**config.mk**
```make
export PLATFORM = sky130hd
export DESIGN_NAME = uart_rx
export DESIGN_NICKNAME = d
export VERILOG_FILES = /design/src/rtl/uart_rx.sv
export SDC_FILE = /design/constraint.sdc
export NUM_CORES = 1
export LEC_CHECK = 0
export CORE_MARGIN = 3
export CORE_UTILIZATION = 55
export CTS_CLUSTER_SIZE = 10
export DETAILED_ROUTE_END_ITERATION = 10
export HOLD_SLACK_MARGIN = 0.05
export PLACE_DENSITY_LB_ADDON = 0.12
export SLEW_MARGIN = 20
export SYNTH_ARGS = -nofsm -noshare
export SYNTH_HDL_FRONTEND = slang
export SYNTH_SLANG_ARGS = --single-unit
export TNS_END_PERCENT = 30
```
**constraint.sdc**
```tcl
create_clock -name clk -period 2.01 [get_ports clk]
set_input_delay 0.5025 -clock clk [delete_from_list [all_inputs] [get_ports clk]]
set_output_delay 0.5025 -clock clk [all_outputs]
set_load 0.02 [all_outputs]
```
**src/rtl/uart_rx.sv**
```systemverilog
// 8n1 UART receiver with OVS-times oversampling.
// The serial input is double-flopped. A single FSM checks the start bit at
// mid-bit, samples 8 data bits LSB first and checks the stop bit. Good bytes
// raise a one-cycle data_rdy strobe. A low stop bit raises a one-cycle
// frame_err strobe, discards the byte and waits in BREAK for the line to
// return high.
module uart_rx #(
   parameter int OVS = 16
) (
   input  logic       clk,
   input  logic       rst,
   input  logic       in,
   output logic [7:0] data,
   output logic       data_rdy,
   output logic       frame_err,
   output logic       busy
);

   localparam int PW = $clog2(OVS);
   localparam logic [PW-1:0] PH_MID = PW'(OVS / 2 - 1);
   localparam logic [PW-1:0] PH_END = PW'(OVS - 1);

   typedef enum logic [2:0] {
      IDLE  = 3'd0,
      START = 3'd1,
      DATA  = 3'd2,
      STOP  = 3'd3,
      BRK   = 3'd4
   } state_t;

   logic          sync1_q;
   logic          sync2_q;
   state_t        state_q;
   logic [PW-1:0] phase_q;
   logic [2:0]    bitcnt_q;
   logic [7:0]    shift_q;
   logic [7:0]    data_q;
   logic          data_rdy_q;
   logic          frame_err_q;
   logic          busy_q;

   // Two-flop synchronizer for the asynchronous serial line; idles high.
   always_ff @(posedge clk or posedge rst) begin
      if (rst) begin
         sync1_q <= 1'b1;
         sync2_q <= 1'b1;
      end else begin
         sync1_q <= in;
         sync2_q <= sync1_q;
      end
   end

   // Frame FSM: phase counting, bit sampling and registered output strobes.
   always_ff @(posedge clk or posedge rst) begin
      if (rst) begin
         state_q     <= IDLE;
         phase_q     <= '0;
         bitcnt_q    <= 3'd0;
         shift_q     <= 8'h00;
         data_q      <= 8'h00;
         data_rdy_q  <= 1'b0;
         frame_err_q <= 1'b0;
         busy_q      <= 1'b0;
      end else begin
         data_rdy_q  <= 1'b0;
         frame_err_q <= 1'b0;
         case (state_q)
            IDLE: begin
               phase_q <= '0;
               if (!sync2_q) begin
                  state_q <= START;
                  busy_q  <= 1'b1;
               end else begin
                  busy_q  <= 1'b0;
               end
            end
            START: begin
               if (phase_q == PH_MID) begin
                  phase_q <= '0;
                  if (sync2_q) begin
                     // False start: the line went back high before mid-bit.
                     state_q <= IDLE;
                     busy_q  <= 1'b0;
                  end else begin
                     state_q  <= DATA;
                     bitcnt_q <= 3'd0;
                  end
               end else begin
                  phase_q <= phase_q + PW'(1);
               end
            end
            DATA: begin
               if (phase_q == PH_END) begin
                  phase_q <= '0;
                  shift_q <= {sync2_q, shift_q[7:1]};
                  if (bitcnt_q == 3'd7) begin
                     state_q <= STOP;
                  end else begin
                     bitcnt_q <= bitcnt_q + 3'd1;
                  end
               end else begin
                  phase_q <= phase_q + PW'(1);
               end
            end
            STOP: begin
               if (phase_q == PH_END) begin
                  phase_q <= '0;
                  if (sync2_q) begin
                     // Leave at mid-stop-bit so a following start edge is caught.
                     data_q     <= shift_q;
                     data_rdy_q <= 1'b1;
                     state_q    <= IDLE;
                     busy_q     <= 1'b0;
                  end else begin
                     frame_err_q <= 1'b1;
                     state_q     <= BRK;
                  end
               end else begin
                  phase_q <= phase_q + PW'(1);
               end
            end
            BRK: begin
               phase_q <= '0;
               if (sync2_q) begin
                  state_q <= IDLE;
                  busy_q  <= 1'b0;
               end else begin
                  busy_q  <= 1'b1;
               end
            end
            default: begin
               state_q <= IDLE;
               phase_q <= '0;
               busy_q  <= 1'b0;
            end
         endcase
      end
   end

   assign data      = data_q;
   assign data_rdy  = data_rdy_q;
   assign frame_err = frame_err_q;
   assign busy      = busy_q;

endmodule

```
==> results.sh <==
export IMPL_status="finished, final reports clean"
export IMPL_drt_iter0_drc=7
export IMPL_whs_ps=360.2
export IMPL_antenna_found_initial=0
export IMPL_gp_congestion=0.7379
export IMPL_synth_area_leaders="dfrtp_1 52%, mux2_4 17%, dfstp_2 3.8%"
export IMPL_routed_via_density=5.497
export IMPL_ys_warn_count=0
export IMPL_total_power_mw=1.578
export IMPL_grt_max_degree=21
export IMPL_synth_xor_area_share_pct=1.899
export IMPL_fin_skew_ps=12.02
export IMPL_coreArea_sq_um=2297
export IMPL_routed_wl_microns=2116
export IMPL_io_pins=14
export IMPL_rsz0062_at_grt="false"
export IMPL_p_int_mw=1.098
export IMPL_slew_headroom_pct=67.49
export IMPL_post_synth_top_area_fraction_pct=52.44
export IMPL_setup_viol=0
export IMPL_yosys_area_top_type="dfrtp_1"
export IMPL_dr_pass1_iters=4
export IMPL_cp_max_fo=8
export IMPL_wire_per_inst_microns=14.80
export IMPL_cts_sinks=31
export IMPL_cp_startpoint="phase_q[0]"
export IMPL_synthSimpleGateAreaFrac_pct=12.12
export IMPL_fin_crit_ps=1816
export IMPL_slowest_stage="or3_1"
export IMPL_cts_tree="done"
export IMPL_p_leak_nw=0.7714
export IMPL_area_growth_pct=16.27
export IMPL_clk_latency_ps=310
export IMPL_dp_hpwl_microns=1545
export IMPL_nNetsFinal=120
export IMPL_synth_nets=102
export IMPL_clkSlewWorstSetupHoldPaths_ps=90
export IMPL_die_h_microns=56.16
export IMPL_final_antenna_net_count=0
export IMPL_grt_overflow_total=0
export IMPL_placedCellCount=135
export IMPL_hold_path_class="register to register"
export IMPL_synth_seq_cells=31
export IMPL_drive_above_1_share_pct=29.57
export IMPL_clk_path_buf_depth=2
export IMPL_final_cells=143
export IMPL_max_freq_mhz=550.7
export IMPL_critPathCaptureType="register"
export IMPL_yosysSeqAreaShare_pct=56.24
export IMPL_vias=786
export IMPL_vdd_drop_max_v=0.0008591
export IMPL_r2r_start="phase_q[0]"
export IMPL_cts_made_buffers=5
export IMPL_synth_top_family_by_area="multiplexers"
export IMPL_min_from="sync1_q"
export IMPL_layout_common_cells="29 x dfrtp_1, 16 x mux2_4, 13 x clkdlybuf4s50_1"
export IMPL_tightest_slew_ps=483.2
export IMPL_fp_dieArea_sq_um=3154
export IMPL_period_share_pct=90.34
export IMPL_dieWidth_microns=56.16
export IMPL_netlist_area_sq_um=1384
export IMPL_holdBufCountCts=0
export IMPL_stdcell_area_sq_um=1609
export IMPL_swShare_pct=30.41
export IMPL_p_per_area_nw_per_um2=980.7
export IMPL_num_rows=17
export IMPL_setup_ws_ps=194.2
export IMPL_grt_first_pass_wirelength_microns=3967
export IMPL_syn_inst=96
export IMPL_synth_area_per_cell_sq_um=14.41
export IMPL_drv_slew=0
export IMPL_synth_distinct_cells=35
export IMPL_grt_usage_pct=16.38
export IMPL_drc_errors=0
export IMPL_finalCoreUtilization_pct=70.04
export IMPL_dpl_cell_area_sq_um=1540
export IMPL_worstSetupPathType="register to register"
export IMPL_post_cts_setup_buffer_count=0
export IMPL_h_tree_depth=2
export IMPL_worstPathRequired_ps=2210
export IMPL_synth_compound_gate_area_share_pct=4.702
export IMPL_critPathArrivalTime_ps=2010
export IMPL_grt_pass1_vias=823
export IMPL_synth_fa_ha_area_share_pct=2.712
export IMPL_pwr_share_clk_pct=24.8
export IMPL_seqPwrFrac_pct=52.5
export IMPL_antennaDiodeCount=0
export IMPL_cts_root_buffer="clkbuf_4"
export IMPL_initial_utilization_pct=60.24
export IMPL_max_stage_delay_ps=580
export IMPL_max_cap_violations=0
export IMPL_hold_viol=0
export IMPL_muxShareOfSynthArea_pct=18.99
export IMPL_io_buffers=13
export IMPL_final_common_cell="dfrtp_1"
export IMPL_tns_ps=0
export IMPL_worstPathCellList="ha_1 > nand3_2 > or3_1 > mux2_4"
export IMPL_pre_cts_ws_ps=190.3
export IMPL_worst_setup_path_start_kind="register"
export IMPL_pwr_share_comb_pct=22.7
export IMPL_p_sw_mw=0.4799
export IMPL_cts_resized=0
==> final timing paths <==
check	to	slack [ps]	cells past startpoint
max	shift_q[6]	190	4
min	sync2_q	360	0
max reg2reg	shift_q[6]	190	4
min reg2reg	sync2_q	360	0
max in group asynchronous	bitcnt_q[2]	1270	3
min in group asynchronous	phase_q[1]	490	3
==> final cells by class <==
class                           instances  area, sq um
Timing Repair Buffer                   17        160.2
Inverter                                2        7.507
Sequential cell                        31        778.2
Fill cell                             170        688.2
Clock buffer                            8        68.82
Tap cell                               28        35.03
Multi-Input combinational cell         57        559.3
==> registers in the layout (all words and copies together), names as in the netlist <==
name       cells
data_rdy       1
shift_q        8
busy           1
frame_err      1
bitcnt_q       3
data           8
state_q        3
sync1_q        1
phase_q        4
sync2_q        1
==> critical path: cells and delay by family, from the launching register on <==
| family | cells | cell delay, ps |
|---|---|---|
| flip-flops | 1 | 370 |
| adder cells (fa/ha/maj) | 1 | 270 |
| multiplexers | 1 | 370 |
| AND/OR/NAND/NOR | 2 | 710 |
==> cell usage after synthesis <==
cell	number
dfrtp_1	29
mux2_4	16
nor2_1	5
buf_2	4
ha_1	3
nor3_1	3
a22o_1	2
dfstp_2	2
inv_1	2
mux2_2	2
nand2_1	2
nor3b_1	2
xor2_1	2
a211oi_1	1
a21oi_1	1
a311oi_1	1
a32oi_1	1
and2_1	1
and3_1	1
and4b_1	1
buf_4	1
buf_6	1
nand2b_1	1
nand2b_4	1
nand3_1	1
nand3_2	1
nor2b_1	1
nor3_4	1
nor4_1	1
nor4b_1	1
nor4bb_1	1
o2111ai_1	1
o221ai_1	1
or3_1	1
xnor2_1	1
==> power groups by stage <==
stage | sequential (mW) | clock [mW] | combinational, mW
global route | 0.847 | 0.445 | 0.410
detailed placement | 0.839 | 0 | 0.360
global placement | 0.832 | 0 | 0.353
floorplan | 0.781 | 0 | 0.336
CTS | 0.828 | 0.408 | 0.362
finish | 0.829 | 0.392 | 0.357
==> metal layers <==
layer	track usage, %	vias up	part of all wire, %
met2	23.71	14	46
li1	-	378	-
met5	0	-	0
met1	23.19	394	50
met3	4.872	0	3.8
met4	6.102	0	0
==> cell families after synthesis <==
kind of cell	Yosys count
buffers and inverters	8
xor gates and xnor gates	3
DFF	31
muxes	18
AOI/OAI and AO/OA	8
and+or+nand+nor	25
adders and majority gates	3
No activity file was read; power rests on OpenSTA's default activity.
